**src/rtl/game_pkg.sv**
```systemverilog
// game_pkg: shared widths, phase encodings and helpers for the game-flow logic
package game_pkg;
  localparam int PLAYER_W = 2;
  localparam int POS_W = 5;
  localparam int CARD_W = 5;
  localparam int SCORE_W = 3;
  localparam int MAX_PLAYERS = 4;
  localparam int DEF_NUM_PLAYERS = 4;
  localparam int DEF_TARGET_SCORE = 5;
  typedef enum logic [2:0] {
    IDLE      = 3'd0,
    WAIT_PICK = 3'd1,
    COMMIT    = 3'd2,
    EVAL      = 3'd3,
    PASS      = 3'd4,
    DONE      = 3'd5
  } state_e;
  function automatic logic [PLAYER_W-1:0] next_player(input logic [PLAYER_W-1:0] t, input int np);
    return (t == PLAYER_W'(np - 1)) ? '0 : t + 1'b1;
  endfunction
endpackage

```
**src/rtl/turn_sequencer_if.sv**
```systemverilog
// turn_sequencer_if: T/N/B commit bundle towards check_win and its W/pos_data reply
interface turn_sequencer_if;
  import game_pkg::*;
  logic [PLAYER_W-1:0] T;
  logic [CARD_W-1:0] N;
  logic B;
  logic W;
  logic [POS_W-1:0] pos_data;
  modport master(output T, N, B, input W, pos_data);
  modport slave(input T, N, B, output W, pos_data);
endinterface

```
**src/rtl/btn_edge_sync.sv**
```systemverilog
// btn_edge_sync: 2-flop synchroniser plus registered one-cycle rising-edge pulse
module btn_edge_sync (
  input  logic clk,
  input  logic rst,
  input  logic btn,
  output logic press
);
  logic s1_q, s2_q, prev_q, press_q, press_d;
  always_comb press_d = s2_q & ~prev_q;
  always_ff @(posedge clk or negedge rst)
    if (!rst) {s1_q, s2_q, prev_q, press_q} <= '0;
    else {s1_q, s2_q, prev_q, press_q} <= {btn, s1_q, s2_q, press_d};
  assign press = press_q;
endmodule

```
**src/rtl/turn_sequencer.sv**
```systemverilog
// turn_sequencer: captures card picks, strobes check_win, scores matches and rotates turns
module turn_sequencer
  import game_pkg::*;
#(
  parameter int NUM_PLAYERS  = DEF_NUM_PLAYERS,
  parameter int TARGET_SCORE = DEF_TARGET_SCORE,
  parameter int B_PULSE      = 2,
  parameter int EVAL_WAIT    = 3,
  parameter int TIMEOUT      = 50_000_000
) (
  input  logic                             clk,
  input  logic                             rst,
  input  logic                             start,
  input  logic                             btn,
  input  logic [CARD_W-1:0]                sel_n,
  turn_sequencer_if.master                 cw,
  output logic [MAX_PLAYERS*SCORE_W-1:0]   scores,
  output logic [POS_W-1:0]                 last_pos,
  output logic                             game_over,
  output logic [PLAYER_W-1:0]              winner,
  output logic [2:0]                       phase
);
  localparam int CMAX = (TIMEOUT > B_PULSE + EVAL_WAIT) ? TIMEOUT : B_PULSE + EVAL_WAIT;
  localparam int CW = $clog2(CMAX + 1);
  state_e state_q, state_d;
  logic [CW-1:0] cnt_q, cnt_d;
  logic [PLAYER_W-1:0] t_q, t_d, winner_q, winner_d;
  logic [CARD_W-1:0] n_q, n_d;
  logic [POS_W-1:0] pos_q, pos_d;
  logic [MAX_PLAYERS-1:0][SCORE_W-1:0] score_q, score_d;
  logic [SCORE_W-1:0] cur, inc;
  logic press, to_hit;
  btn_edge_sync u_btn (.clk(clk), .rst(rst), .btn(btn), .press(press));
  assign cur = score_q[t_q];
  assign inc = (cur == SCORE_W'(TARGET_SCORE)) ? cur : cur + 1'b1;
  assign to_hit = (TIMEOUT > 0) && (cnt_q == CW'(TIMEOUT - 1));
  // cnt_q is shared: pick timeout, B pulse width and evaluation wait
  always_comb begin
    state_d = state_q;
    cnt_d = '0;
    t_d = t_q;
    n_d = n_q;
    pos_d = pos_q;
    score_d = score_q;
    winner_d = winner_q;
    case (state_q)
      IDLE: state_d = start ? WAIT_PICK : IDLE;
      WAIT_PICK: begin
        cnt_d = cnt_q + 1'b1;
        if (press) begin
          n_d = sel_n;
          cnt_d = '0;
          state_d = COMMIT;
        end else if (to_hit) begin
          cnt_d = '0;
          state_d = PASS;
        end
      end
      COMMIT: begin
        cnt_d = (cnt_q == CW'(B_PULSE - 1)) ? '0 : cnt_q + 1'b1;
        state_d = (cnt_q == CW'(B_PULSE - 1)) ? EVAL : COMMIT;
      end
      EVAL: begin
        cnt_d = cnt_q + 1'b1;
        if (cnt_q == CW'(EVAL_WAIT - 1)) begin
          cnt_d = '0;
          pos_d = cw.pos_data;
          state_d = PASS;
          if (cw.W) begin
            score_d[t_q] = inc;
            winner_d = (inc == SCORE_W'(TARGET_SCORE)) ? t_q : winner_q;
            state_d = (inc == SCORE_W'(TARGET_SCORE)) ? DONE : WAIT_PICK;
          end
        end
      end
      PASS: begin
        t_d = next_player(t_q, NUM_PLAYERS);
        state_d = WAIT_PICK;
      end
      default: state_d = state_q;
    endcase
  end
  always_ff @(posedge clk or negedge rst)
    if (!rst) begin
      state_q <= IDLE;
      cnt_q <= '0;
      t_q <= '0;
      n_q <= '0;
      pos_q <= '0;
      score_q <= '0;
      winner_q <= '0;
    end else begin
      state_q <= state_d;
      cnt_q <= cnt_d;
      t_q <= t_d;
      n_q <= n_d;
      pos_q <= pos_d;
      score_q <= score_d;
      winner_q <= winner_d;
    end
  assign cw.T = t_q;
  assign cw.N = n_q;
  assign cw.B = (state_q == COMMIT);
  assign scores = score_q;
  assign last_pos = pos_q;
  assign game_over = (state_q == DONE);
  assign winner = winner_q;
  assign phase = state_q;
endmodule

```
**src/flat_wrapper.sv**
```systemverilog
// flat-port wrapper written by rule: the top's interface ports become plain ports
module turn_sequencer_flat import game_pkg::*;
#(
  parameter int NUM_PLAYERS  = DEF_NUM_PLAYERS,
  parameter int TARGET_SCORE = DEF_TARGET_SCORE,
  parameter int B_PULSE      = 2,
  parameter int EVAL_WAIT    = 3,
  parameter int TIMEOUT      = 50_000_000
)
  (clk, rst, start, btn, sel_n, scores, last_pos, game_over, winner, phase, cw_T, cw_N, cw_B, cw_W, cw_pos_data);
  turn_sequencer_if cw_i ();
  input  logic clk;
  input  logic rst;
  input  logic start;
  input  logic btn;
  input  logic [CARD_W-1:0] sel_n;
  output logic [MAX_PLAYERS*SCORE_W-1:0] scores;
  output logic [POS_W-1:0] last_pos;
  output logic game_over;
  output logic [PLAYER_W-1:0] winner;
  output logic [2:0] phase;
  output wire logic [$bits(cw_i.T)-1:0] cw_T;
  output wire logic [$bits(cw_i.N)-1:0] cw_N;
  output wire logic [$bits(cw_i.B)-1:0] cw_B;
  input wire logic [$bits(cw_i.W)-1:0] cw_W;
  input wire logic [$bits(cw_i.pos_data)-1:0] cw_pos_data;
  assign cw_T = cw_i.T;
  assign cw_N = cw_i.N;
  assign cw_B = cw_i.B;
  assign cw_i.W = cw_W;
  assign cw_i.pos_data = cw_pos_data;
  turn_sequencer #(.NUM_PLAYERS(NUM_PLAYERS), .TARGET_SCORE(TARGET_SCORE), .B_PULSE(B_PULSE), .EVAL_WAIT(EVAL_WAIT), .TIMEOUT(TIMEOUT)) u_core (.clk(clk), .rst(rst), .start(start), .btn(btn), .sel_n(sel_n), .cw(cw_i), .scores(scores), .last_pos(last_pos), .game_over(game_over), .winner(winner), .phase(phase));
endmodule
```
**config.mk**
```make
export PLATFORM = sky130hd
export DESIGN_NAME = turn_sequencer_flat
export DESIGN_NICKNAME = d
export VERILOG_FILES = /design/src/rtl/game_pkg.sv /design/src/rtl/turn_sequencer_if.sv /design/src/rtl/btn_edge_sync.sv /design/src/rtl/turn_sequencer.sv /design/src/flat_wrapper.sv
export SDC_FILE = /design/constraint.sdc
export NUM_CORES = 1
export LEC_CHECK = 0
export ABC_AREA = 0
export CAP_MARGIN = 20
export CORE_MARGIN = 3
export CORE_UTILIZATION = 48
export DETAILED_ROUTE_END_ITERATION = 12
export GPL_ROUTABILITY_DRIVEN = 0
export GPL_TIMING_DRIVEN = 1
export PLACE_DENSITY = 0.75
export SYNTH_ARGS = -nofsm -noshare
export SYNTH_HDL_FRONTEND = slang
export SYNTH_HIERARCHICAL = 1
export SYNTH_SLANG_ARGS = --single-unit
export TNS_END_PERCENT = 100
```
**constraint.sdc**
```tcl
create_clock -name clk -period 2.5 [get_ports clk]
set_input_delay 0.625 -clock clk [delete_from_list [all_inputs] [get_ports clk]]
set_output_delay 0.625 -clock clk [all_outputs]
set_load 0.02 [all_outputs]
```
==> impl_results.md <==
* Nets at approximately 360
* Cell area after synthesis at between 0.002 and 0.003 mm²
* Critical setup path kind: reg -> reg
* Syn. warnings at 6
* Number of global-route vias before repair at roughly 2400
* Vias at roughly 2300
* Root Driver: clkbuf_8
* Worst vdd ir at between 0.3 and 0.4 mV
* Most numerous cell in the Yosys netlist: dfrtp_1
* PwrDens at between 500 and 600 mW/mm²
* Post-route ant nets at 0
* Worst slack on hold paths at 350 ps
* P&R area growth vs syn at 28.8%
* Finished Layout Cells at 410
* Worst Clk Skew at around 8 ps
* Net count after synthesis at roughly 300
* Clk sinks at ~60
* Tcrit/Tclk final at 0.967
* Sw frac at 0.205
* CTS Buffer Depth at 2
* DRT iter0 DRCs at ~130
* # setup viols final at 0
* Critical Path Source Type: flip-flop
* NetSw at about 0.00040 W
* Cell variety after synth at 38
* Max stage delay cell, worst path: mux4_2
* Slowest stage delay, CP at roughly 610 ps
* Initial Utilization at 0.516
* Final Util at 0.665
* Global-route wire length before repair at about 11000 µm
* DP Wirelength at 4380 µm
* Area contributors post-synth: dfrtp_1, mux2_2, xnor2_1
* Multi-input logic area at 0.00147 mm²
* Die width at approximately 85 µm
* Slew @ Worst Pin at 740 ps
* Number of cells after detailed placement at approximately 400
* Top cell type's share of synthesized area at 0.498
* Sequential Area at 0.00148 mm²
* Synth Flop Type: dfrtp_1
* Initial antenna violation count at 0
* Share of layout cells above drive strength 1 at 0.195
* Height of the die at about 85 µm
* Yosys reg bits at roughly 60
* Pin count of the biggest net entering global routing at 60
* Crit path DAT at 2640 ps
* Worst relative slew slack at 0.507
* CTS tree: done
* Area leader, netlist: dfrtp_1
* Synth top cells by count: dfrtp_1, nor2_1, mux2_2
* TritonCTS Buffers at 9
* Final Hold Violating Endpoints at 0
* Reg clk slew, reported paths at around 70 ps
* Status: finished clean
* Count of pins over their slew limit at 0
* Total core area at approximately 0.0057 mm²
* Critical Path RT at 2720 ps
* Mapped Cells at roughly 270
* Post-place instance area at 0.00352 mm²
* Row cnt at 27
* Avg Synthesized Cell Area at around 11 µm²
* Crit-path leading delay family: multiplexers
* GR Overflow Total at 0
* P_int at 0.00154 W
* Post-synthesis sequential area ratio at 0.498
* H-Tree Depth at 3
* Clock latency on the worst-skew pair at between 300 and 400 ps
* DIE AREA at 0.00715 mm²
* Ant. Diodes at 0
* Final min period at 2420 ps
* Vias per cell at roughly 5.5
* CP endpoint kind: flip-flop
* EDFF count, synth at 0
* # IOs at 46
* Comb pwr share at 0.024
* Hold Crit Class: reg -> reg
* DRC viols at 0
* Pre-antenna DRT Iters at 5
* CP Cell Sequence: mux4_2, ha_4, nor2_2, mux2i_2, o32ai_2, nand3_2, mux2_4
* Async set or reset register ratio after synthesis at 1.00
* Filler cell count at around 450
* WP buf/inv at 0
* I/O Buffers at 45
* Design area at ~0.0038 mm²
* Fmax at roughly 0.41 GHz
* P_leak at about 1.6 nW
* Max-cap violation count at 0
* Gr usage total at 0.196
* Clock share of power at 0.480
* Sequential Power Share at 0.496
* Worst-path fanout max at 4
* Wirelength, routed at around 6400 µm
* WL per Instance at 15.5 µm
==> layout make-up <==
class,instances,area share
Clock inverter,5,0.0203
Clock buffer,11,0.0344
Multi-Input combinational cell,196,0.384
Inverter,9,0.00885
Tap cell,72,0.0236
Sequential cell,59,0.387
Timing Repair Buffer,58,0.142
==> cells in the final DEF, fill, tap and decap left out, drive strengths merged, types with 10 or more instances in the layout <==
cell,instances
nand2,16
nand3,14
nor3,10
xnor2,18
nor2,39
dfrtp,59
clkbuf,11
buf,14
mux2,25
clkdlybuf4s50,44
==> state kept, by name, indices dropped and copies added (netlist names), 2 cells and up <==
register         count
u_core/cnt_q        26
u_core/last_pos      5
u_core/winner        2
u_core/phase         3
u_core/cw.T          2
u_core/scores       12
u_core/cw.N          5
==> what timing repair did <==
action	in CTS	in global routing
endpoints found under the setup margin	2	3
hold buffers	0	0
hold endpoints to repair	0	0
pin swaps	0	3
setup buffers	0	5
gates resized for setup	1	9
==> worst paths after layout <==
check / startpoint / to / slack, ps / depth (start not counted)
max: u_core/cw.T[0] / u_core/winner[0] / 80 / 7
min: u_core/u_btn/s1_q / u_core/u_btn/s2_q / 350 / 0
max reg2reg: u_core/cw.T[0] / u_core/winner[0] / 80 / 7
min reg2reg: u_core/u_btn/s1_q / u_core/u_btn/s2_q / 350 / 0
max in group asynchronous: rst / u_core/cw.T[0] / 1540 / 2
min in group asynchronous: rst / u_core/cw.N[2] / 430 / 2
==> logic make-up (layout without fill, tap and decap cells) <==
logic type                 Yosys count  count (layout)  synth area share
xor gates and xnor gates            24              24            0.0709
AOI/OAI and AO/OA                   15              15            0.0346
adders and majority gates            9               9            0.0380
muxes                               30              30             0.125
DFF                                 59              59             0.498
buffers and inverters               18              83            0.0236
and+or+nand+nor                    118             118             0.210
==> through the flow <==
step	total power [W]	worst slack, ps	setup TNS, ps
finish	0.00194	81.4	0
global route	0.00200	-39.5	-82.3
CTS	0.00197	42.8	0
detailed placement	0.00103	-49.4	-89.1
global placement	0.00102	132	0
floorplan	0.000982	32.2	0
==> worst reg2reg max path, cell delays in order (launching register included) <==
cell,delay (ps)
dfrtp_2,410
mux4_2,610
ha_4,220
nor2_2,140
mux2i_2,100
o32ai_2,380
nand3_2,150
mux2_4,320
==> routing by layer <==
metal  share of wire  up-vias  global-route usage
li1                -     1074                   -
met1            0.44     1127               0.251
met2            0.50       49               0.311
met3           0.046       12              0.0667
met4           0.018        0              0.0705
met5               0        -                   0
==> power groups by stage <==
stage | clock network (W) | logic [W] | registers, W
2_1_floorplan | 0 | 0.00000469 | 0.000977
3_3_place_gp | 0 | 0.0000477 | 0.000977
3_5_place_dp | 0 | 0.0000479 | 0.000977
4_1_cts | 0.000958 | 0.0000484 | 0.000959
5_1_grt | 0.000992 | 0.0000525 | 0.000959
6_report | 0.000930 | 0.0000464 | 0.000960
Note: power is estimated with default switching activity, not from simulation.
